## config.mk

```make
export PLATFORM = sky130hd
export DESIGN_NAME = booth_arbiter
export DESIGN_NICKNAME = d
export VERILOG_FILES = /design/src/rtl/booth_arbiter.sv
export SDC_FILE = /design/constraint.sdc
export NUM_CORES = 1
export LEC_CHECK = 0
export ABC_AREA = 1
export CAP_MARGIN = 20
export CORE_ASPECT_RATIO = 0.5
export CORE_MARGIN = 1
export CORE_UTILIZATION = 42
export CTS_CLUSTER_SIZE = 20
export DETAILED_ROUTE_END_ITERATION = 10
export GPL_ROUTABILITY_DRIVEN = 0
export PLACE_DENSITY_LB_ADDON = 0.25
export SYNTH_ARGS = -nofsm -noshare
export SYNTH_HDL_FRONTEND = slang
export SYNTH_SLANG_ARGS = --single-unit
export TNS_END_PERCENT = 50
```

## constraint.sdc

```tcl
create_clock -name clk -period 1.8 [get_ports clk]
set_clock_uncertainty 0.15 [all_clocks]
set_input_delay 0.54 -clock clk [delete_from_list [all_inputs] [get_ports clk]]
set_output_delay 0.54 -clock clk [all_outputs]
set_load 0.1 [all_outputs]
```

## src/rtl/booth_arbiter.sv

```systemverilog
// Round-robin arbiter sharing one Booth multiplier between two requesters. Result follows 1 cycle after the multiplier's valid edge.
// One op in flight: requests stall while the multiplier is busy or a response waits on its ready.
module booth_arbiter #(
    parameter int NB      = 4,
    parameter int TIMEOUT = 4*NB+8
) (
    input  logic            clk,
    input  logic            rst,
    input  logic            req0_valid,
    output logic            req0_ready,
    input  logic [NB-1:0]   req0_m,
    input  logic [NB-1:0]   req0_q,
    input  logic            req1_valid,
    output logic            req1_ready,
    input  logic [NB-1:0]   req1_m,
    input  logic [NB-1:0]   req1_q,
    output logic            resp0_valid,
    input  logic            resp0_ready,
    output logic [2*NB-1:0] resp0_p,
    output logic            resp0_err,
    output logic            resp1_valid,
    input  logic            resp1_ready,
    output logic [2*NB-1:0] resp1_p,
    output logic            resp1_err,
    output logic            mul_start,
    output logic [NB-1:0]   mul_m,
    output logic [NB-1:0]   mul_q,
    input  logic            mul_valid,
    input  logic [2*NB-1:0] mul_o
);
    localparam int CW = $clog2(TIMEOUT+1);

    localparam logic [1:0] S_IDLE  = 2'd0;
    localparam logic [1:0] S_ISSUE = 2'd1;
    localparam logic [1:0] S_BUSY  = 2'd2;
    localparam logic [1:0] S_RESP  = 2'd3;

    logic [1:0]      state;
    logic [NB-1:0]   m_reg;
    logic [NB-1:0]   q_reg;
    logic [2*NB-1:0] p_reg;
    logic            err;
    logic            owner;
    logic            last;
    logic            valid_d;
    logic [CW-1:0]   cnt;
    logic            any_req;
    logic            grant;
    logic            done_edge;
    logic            resp_taken;

    assign any_req = req0_valid | req1_valid;

    // On a tie the port that was not served last wins.
    always_comb begin
        grant = 1'b0;
        if (req0_valid && req1_valid)
            grant = ~last;
        else if (req1_valid)
            grant = 1'b1;
    end

    assign req0_ready = (state == S_IDLE) && any_req && !grant;
    assign req1_ready = (state == S_IDLE) && any_req &&  grant;

    // valid_d resets high so a level left high by the multiplier is not taken as completion.
    assign done_edge  = mul_valid & ~valid_d;
    assign resp_taken = owner ? resp1_ready : resp0_ready;

    always_ff @(posedge clk or posedge rst) begin
        if (rst) begin
            state   <= S_IDLE;
            m_reg   <= '0;
            q_reg   <= '0;
            p_reg   <= '0;
            err     <= 1'b0;
            owner   <= 1'b0;
            last    <= 1'b1;
            valid_d <= 1'b1;
            cnt     <= '0;
        end else begin
            valid_d <= mul_valid;
            case (state)
                S_IDLE: begin
                    if (any_req) begin
                        m_reg <= grant ? req1_m : req0_m;
                        q_reg <= grant ? req1_q : req0_q;
                        owner <= grant;
                        last  <= grant;
                        state <= S_ISSUE;
                    end
                end
                S_ISSUE: begin
                    cnt   <= '0;
                    state <= S_BUSY;
                end
                S_BUSY: begin
                    if (done_edge) begin
                        p_reg <= mul_o;
                        err   <= 1'b0;
                        state <= S_RESP;
                    end else if (cnt == CW'(TIMEOUT-1)) begin
                        p_reg <= '0;
                        err   <= 1'b1;
                        state <= S_RESP;
                    end else begin
                        cnt <= cnt + CW'(1);
                    end
                end
                default: begin
                    if (resp_taken)
                        state <= S_IDLE;
                end
            endcase
        end
    end

    assign mul_start = (state == S_ISSUE);
    assign mul_m     = m_reg;
    assign mul_q     = q_reg;

    assign resp0_valid = (state == S_RESP) && !owner;
    assign resp1_valid = (state == S_RESP) &&  owner;
    assign resp0_p     = resp0_valid ? p_reg : '0;
    assign resp1_p     = resp1_valid ? p_reg : '0;
    assign resp0_err   = resp0_valid & err;
    assign resp1_err   = resp1_valid & err;

endmodule

```

==> metrics.txt <==
Least-Margin Pin Slew 0.256 ns; Pwr Density 1820 nW/um^2; Via density 4.94; 1st-iter DRT viols 121; total track usage 25.1%; via count 1600; Root Driver clkbuf_8; worst vdd rail ir drop 1.47 mV; Static Leakage 0.00132 uW; Critical Path Max Stage Delay 0.46 ns; mapped cell area 1450 sq um; sw frac 54.9%; Final Net Count 321; min Tclk post-route 2.13 ns; Critical Path AT 1.44 ns; initial antenna violation count 0; Detailed Route WL 4610 um; DP Cell Count 312; Warnings, synthesis 0; top cells by area, synth dfrtp_1 (43%), nand2_1 (22%), nor2_1 (7.8%); worst hold slack 0.332 ns; TNS Setup -6.23 ns; largest area contributor in the synthesized netlist dfrtp_1; final worst path period share 118%; Worst EP required 1.11 ns; Cells after Synth 203; worst hold path type register to register; Yosys top cell area share 43.3%; Buf/Inv on CP 2; status finished with violations; Post-DRT Antenna Nets 0; largest net degree at the start of global routing 28; Area Growth Syn to Fin 97.2%; Setup-failing EPs final 24; Die W 85.0 um; Unique masters post-synth 18; Worst setup SP type register; sequential share of the synthesized area 46.9%; clk slew on worst S/H paths 0.09 ns; failing checks DRC, setup timing; # diodes 0; worst-skew pair later-pin latency 0.27 ns; reg-to-reg setup timing slack -0.03 ns; Psw 2850 uW; Comb pwr share 72.5%; Crit-path slowest cell dfrtp_2; CTS tree built; Core Area 3140 sq um; setup repair after global routing missed its margin yes; critical path capture point type output pin; total CTS buffers 3; max cap viols 0; # IOs 62; crit-path max FO 10; first-pass GRT wire length 7030 um; clock network power share 6.6%; PortBufs 61; Die H 43.5 um; DRC Markers 6; final count of hold timing violations 0; CTS HTree Levels 1; sequential share of power 20.9%; layout cells sized above 1 34.9%; hpwl dp 3340 um; drt pass-1 iters 7; Crit path max-delay family flip-flops; Post-Synthesis Net Count 239; Mapped Avg Cell Area 7.12 sq um; Post-Layout Cell Count 324; FP Rows 14; grt ovf 0; wire per inst 14.2 um; Sink Count 27; critical setup path kind register to output pin; Initial Util 46.1%; #FFs+latches synth 27; P_int 2340 uW; Rel. slew slack 82.9%; f_max 471 MHz; Max Transition Viols Final 0; CTS max path bufs 2; Setup WS post-layout -0.325 ns; crit-path cells ha_4 -> nand2_8 -> clkinvlp_4 -> buf_12; max FFs per register 8; die area 3690 sq um; vias in the first global route 1501
==> worst paths after layout <==
check                              start  cells past startpoint           to
worst max register to register  state[0]                      9     state[0]
worst min-delay path            p_reg[0]                      2     p_reg[0]
max in group asynchronous            rst                      3         last
worst max-delay path            state[0]                      4  resp1_valid
worst min register to register  p_reg[0]                      2     p_reg[0]
min in group asynchronous            rst                      3     p_reg[4]
==> what timing repair did <==
item,4_1_cts,5_1_grt
buffers inserted,4,4
pin swaps,4,2
setup endpoints to repair,23,28
hold buffers,0,0
gates resized for setup,10,6
==> cells in the mapped netlist, drive strengths merged <==
cell type	number
a21boi	1
nand3	17
buf	2
dfrtp	25
inv	26
a21oi	2
nor3	1
nor2	32
o21ai	1
clkinv	1
nand2	88
dfstp	2
ha	5
==> cell type report <==
class | count | area [sq um]
clock buffer | 4 | 45.0
fill | 144 | 285
inverter | 27 | 114
multi-input combinational | 147 | 893
sequential | 27 | 681
tap | 40 | 50.0
timing repair buffer | 79 | 1070
==> cell usage in the layout, fill, tap and decap left out, types with 3 or more instances in the layout <==
cell              n
nand2_1          80
buf_12           32
clkdlybuf4s50_1  28
dfrtp_1          23
inv_1            20
nor2_4           19
buf_4            17
nand3_1          16
nor2_1           11
nand2_2           5
inv_2             4
ha_4              3
clkbuf_8          3
==> kinds of logic (layout without fill, tap and decap cells) <==
family	Yosys count	count (layout)	synth area share, %
simple gates	138	138	38.8
buf+inv	29	110	8.14
flops	27	27	46.9
fa+ha+maj	5	5	4.33
compound gates	4	4	1.82
==> power by group through the flow <==
stage                     Sequential, uW  Clock [uW]  Combinational (uW)
after floorplan                     1660           0                1720
final                               1080         343                3760
after global routing                1110         368                3950
after global placement              1060           0                3430
after detailed placement            1080           0                3510
after CTS                           1080         344                3620
==> through the flow <==
step	area, sq um	utilization, %	worst slack, ns	power, uW
2_1_floorplan	1660	-	-0.195	3380
3_3_place_gp	2700	86.1	-0.498	4490
3_5_place_dp	2700	86.1	-0.537	4590
4_1_cts	2800	89.3	-0.329	5040
5_1_grt	2850	90.9	-0.361	5420
6_report	2850	90.9	-0.325	5190
==> layer usage <==
| layer | global-route usage (%) | part of all wire, % |
|---|---|---|
| met5 | 0 | 0 |
| met4 | 3.05 | 2.7 |
| met3 | 8.38 | 9.4 |
| met2 | 49.2 | 50 |
| met1 | 28.0 | 38 |
==> worst min-delay path: stages (launching register included) <==
cell and delay, ns:
dfrtp_1 0.36, nand2_1 0.05, nand2_1 0.05
No activity file was read; power rests on OpenSTA's default activity.
==> RTL change 1: new RTL, config.mk and constraints unchanged <==
Change the parameter `NB` from 4 to 2.
--- a/src/rtl/booth_arbiter.sv
+++ b/src/rtl/booth_arbiter.sv
@@ -1,7 +1,7 @@
 // Round-robin arbiter sharing one Booth multiplier between two requesters. Result follows 1 cycle after the multiplier's valid edge.
 // One op in flight: requests stall while the multiplier is busy or a response waits on its ready.
 module booth_arbiter #(
-    parameter int NB      = 4,
+    parameter int NB      = 2,
     parameter int TIMEOUT = 4*NB+8
 ) (
     input  logic            clk,
Interface: changed (9 resized); port bits go from 62 to 38. The function was not compared with the original's and may differ.
==> RTL change 1 against the original RTL <==
- the flow finishes with violations (setup timing)
- synthesized cell count decreased by 32%
- combinational power shrank 29%
- global-route usage fell by 1.4 points
- synthesized area decreased by 24%
- setup slack got worse by 0.19 ns
- maximum frequency is 8.3% lower
- wire length decreased by 24%
- sequential cell count decreased by 8
- design area decreased by 28%
- power shrank 29%
- clock power shrank 13%
==> RTL change 1: results (changes against the original RTL) <==
Drt
  – Vias per inst: 5.009 (+1.4%)
  – DR iter-0 viols: 88 (-27%)
  – Vias post-DR: 1,172 (-27%)

Power
  – Lkg Pwr: 0.9521 nW (-28%)
  – Maximum vdd drop: 1.256 mV (-14%)

Hold path
  – HP Start: last$_DFFE_PP1N_
  – Min-Delay Endpoint: last$_DFFE_PP1N_

Global route
  – Largest net degree at the start of global routing: 20 (-29%)
  – Global-route usage over all layers: 23.76% (-1.4 points)

Placed design
  – DPL Wire Length: 2121 um (-36%)
  – Placed cells: 224 (-28%)
  – Area after DPL: 1868 um^2 (-31%)
  – Port Buffers: 37 (-39%)
  – Place WS: -0.5051 ns (+0.03199 ns)

Clocking
  – Clk slew on worst S/H paths: 0.07 ns (-0.02 ns)

Setup path
  – Slowest-stage cell, CP: dfrtp_1
  – Critical Path Max Stage Delay: 0.41 ns (-0.05 ns)
  – CP endpoint: resp0_p[3]
  – Worst Reg2Reg Path Length in Cells: 11 (+2)
  – Cell family with most CP delay: buffers and inverters
  – Flop2flop setup slack: -0.08 ns (-0.05 ns)

Logic synthesis
  – Syn Area/Cell: 7.933 um^2 (+11%)
  – Synth cell types: 21 (+3)
  – Syn_nets: 163 (-32%)
  – Compound-cell area share of the yosys netlist: 4.686% (+2.9 points)
  – Post-Synth XOR/XNOR Area: 0.8000% (+0.80 points)
  – Synth Area in Adders: 6.857% (+2.5 points)
  – Seq/Total Area, Yosys: 43.66% (-3.3 points)
  – Synth top area cells: dfrtp_1 39%, nand2_1 13%, ha_1 6.9%

STA
  – Final setup viols: 19 (-21%)
  – Final WS setup: -0.5185 ns (-0.1934 ns)
  – Slew HR: 77.16% (-5.7 points)

Final layout
  – Post-layout nets: 225 (-30%)
  – Layout cells sized above 1: 42.71% (+7.9 points)
  – Max reg flops: 5 (-3)

Run status
  – Status: finished with violations
  – Failing checks: setup timing
## RTL change 1: cell count changes in the layout (fill, tap and decap cells not counted), sizes merged, moves of 2 or more
cell	before	now
nand3	17	13
nand2	88	44
dfrtp	25	17
clkdlybuf4s50	28	16
nor2	32	21
o21ai	1	7
inv	24	22
buf	49	40
## RTL change 1: layout make-up
| type | instances | area share [%] |
|---|---|---|
| clock buffer | 4 | 2.182 |
| inverter | 23 | 4.727 |
| multi-input combinational | 95 | 32.36 |
| sequential | 19 | 23.15 |
| tap | 35 | 2.121 |
| timing repair buffer | 58 | 35.45 |
## RTL change 1: metrics by stage
step	utilization (%)	TNS [ns]	hold WS, ns
after floorplan	-	-8.523	0.2988
after global placement	79.75	-2.916	0.3134
after detailed placement	79.75	-3.842	0.3276
after CTS	84.51	-5.740	0.3393
after global routing	88.14	-7.285	0.3544
final	88.14	-6.317	0.3381
## RTL change 1: cells by family (layout without fill, tap and decap cells)
kind of cell / after synthesis / count (layout)
flops: 19 / 19
fa+ha+maj: 6 / 6
compound gates: 8 / 8
xor+xnor: 1 / 1
simple gates: 80 / 80
buf+inv: 24 / 85
## RTL change 1: what timing repair did
action                                  in CTS  in global routing
endpoints found under the setup margin      15                 20
setup buffers                                4                  2
endpoints found under the hold margin        0                  0
pin swaps                                    5                  9
gates resized for setup                     15                 16
## RTL change 1: power breakdown
| group | switching [mW] | total [mW] | internal, mW |
|---|---|---|---|
| combinational | 1.66 | 2.67 | 1.01 |
| sequential | 0.145 | 0.733 | 0.588 |
| clock | 0.139 | 0.297 | 0.158 |
| total | 1.94 | 3.70 | 1.76 |
## RTL change 1: layer usage
metal	global-route usage, %	wire, um
met2	45.45	1711
met5	0	0
met3	7.105	240
met1	26.40	1501
met4	5.769	59
==> RTL change 2: new RTL, same flow settings <==
Without the edit above. Register the outputs `resp0_err` and `resp1_err`; this adds one clock of latency there. The other outputs are not delayed to match.
--- a/src/rtl/booth_arbiter.sv
+++ b/src/rtl/booth_arbiter.sv
@@ -123,8 +123,10 @@
     assign resp1_valid = (state == S_RESP) &&  owner;
     assign resp0_p     = resp0_valid ? p_reg : '0;
     assign resp1_p     = resp1_valid ? p_reg : '0;
-    assign resp0_err   = resp0_valid & err;
-    assign resp1_err   = resp1_valid & err;
+    always_ff @(posedge clk) begin
+        resp0_err <= resp0_valid & err;
+        resp1_err <= resp1_valid & err;
+    end
 
 endmodule
 
Behaviour: same outputs for any inputs over 10 cycles, from zero or initial values and one cycle with rst high; that may be too few to reach the edited logic, so the function may still have changed.
==> RTL change 2 against the original RTL <==
- the run ends with setup timing left
- sequential cell count rose by 2
- power rose by 4.2%
- setup slack improved by 0.020 ns
- design area rose by 2.5%
- utilization rose by 1.2 points
- synthesized area rose by 2.8%
- via count rose by 0.69%
- maximum frequency rose by 0.95%
- hold slack barely moved
- combinational power fell by 2%
- wire length rose by 0.20%
- first-iteration DRC count fell by 29%
- sequential share of layout area rose by 0.80 points
==> RTL change 2: results (changes against the original RTL) <==
Clocking
  – Clk slew on worst S/H paths: 0.06 ns (-0.03 ns)
  – CTS Buf Count: 5 (+2)
  – H-tree depth: 2 (+1)

Logic synthesis
  – Syn_nets: 241 (+0.84%)
  – Post-synthesis async set-or-reset flop share: 93.10% (-6.9 points)
  – Synth top area cells: dfrtp_1 42%, nand2_1 21%, nor2_1 7.6%
  – Seq/Total Area, Yosys: 48.36% (+1.4 points)
  – Synth cell types: 19 (+1)
  – Synth Area in Adders: 4.212% (-0.12 points)

STA
  – Final WS setup: -0.3051 ns (+0.02000 ns)
  – Tightest Pin Transition: 0.3467 ns (+0.09072 ns)
  – Final setup viols: 21 (-13%)

Drt
  – Vias post-DR: 1,611 (+0.69%)
  – WL met3: 402 um (-7.4%)
  – Top sig layer: met4
  – DRT met1 WL: 1782 um (+3.1%)
  – Met2 wire length: 2399 um (+3.5%)
  – Routed WL: 4614 um (+0.20%)
  – DR iter-0 viols: 86 (-29%)

Placed design
  – Area after DPL: 2728 um^2 (+1.0%)
  – Place WS: -0.5310 ns (+0.006124 ns)
  – DPL Wire Length: 3257 um (-2.4%)

Global route
  – Vias in the first global route: 1,620 (+7.9%)
  – First-pass GRT wire length: 7383 um (+5.0%)
  – Global-route usage over all layers: 26.55% (+1.4 points)

Final layout
  – Layout cells sized above 1: 34.27% (-0.59 points)

Setup path
  – Worst Path Max Fanout: 2 (-8)

Power
  – Sw Pwr: 2.867 mW (+0.73%)
  – Maximum vdd drop: 1.423 mV (-3.0%)
  – Lkg Pwr: 1.357 nW (+2.8%)

Run status
  – Failing checks: setup timing
  – Status: finished with violations
[RTL change 2: routing by layer]
| layer | GRT usage (%) | up-vias |
|---|---|---|
| met5 | 0 | - |
| met2 | 52.06 | 77 |
| li1 | - | 776 |
| met1 | 27.47 | 756 |
| met4 | 7.667 | 0 |
| met3 | 9.515 | 2 |
[RTL change 2: worst paths after layout]
kind	startpoint	to	slack, ns	cells after the start
worst min register to register	p_reg[5]$_DFFE_PP0P_	p_reg[5]$_DFFE_PP0P_	0.33	2
worst max-delay path	req1_valid	req0_ready	-0.31	5
worst min-delay path	p_reg[5]$_DFFE_PP0P_	p_reg[5]$_DFFE_PP0P_	0.33	2
min in group asynchronous	rst	mul_q[3]$_DFFE_PP0N_	0.44	3
max in group asynchronous	rst	last$_DFFE_PP1N_	0.83	3
worst max register to register	state[0]$_DFFE_PP0P_	cnt[0]$_DFFE_PP0P_	0.16	9
[RTL change 2: critical path: stages]
cell	delay (ns)
dlygate4sd2_1	0.25
a21boi_4	0.16
buf_6	0.12
nor2_4	0.15
buf_12	0.19
[RTL change 2: final cells by class]
cell class                 instances  area, um^2  share of cell area, %
multi-input combinational        147       884.6                  30.29
tap                               48       60.06                  2.057
clock inverter                     1       5.005                 0.1714
sequential                        29       720.7                  24.68
inverter                          27       113.9                  3.899
timing repair buffer              75        1040                  35.60
clock buffer                       7       96.34                  3.299
[RTL change 2: power by group through the flow]
stage	Clock [mW]	Combinational [mW]	Sequential, mW
floorplan	0	1.70	1.72
global placement	0	3.40	1.11
detailed placement	0	3.49	1.13
CTS	0.605	3.59	1.13
global route	0.640	3.85	1.16
finish	0.593	3.67	1.14
[RTL change 2: what timing repair did]
action                     CTS  global route
setup endpoints to repair   21            26
resized for setup           10             7
setup buffers                5             0
pin swaps                    3             2
gates cloned                 0             0
[RTL change 2: logic make-up (layout without fill, tap and decap cells)]
group                    count (synthesis)  in the layout
AND/OR/NAND/NOR                        138            138
flip-flops                              29             29
buffers and inverters                   29            110
adder cells (fa/ha/maj)                  5              5
AO/OA/AOI/OAI                            4              4
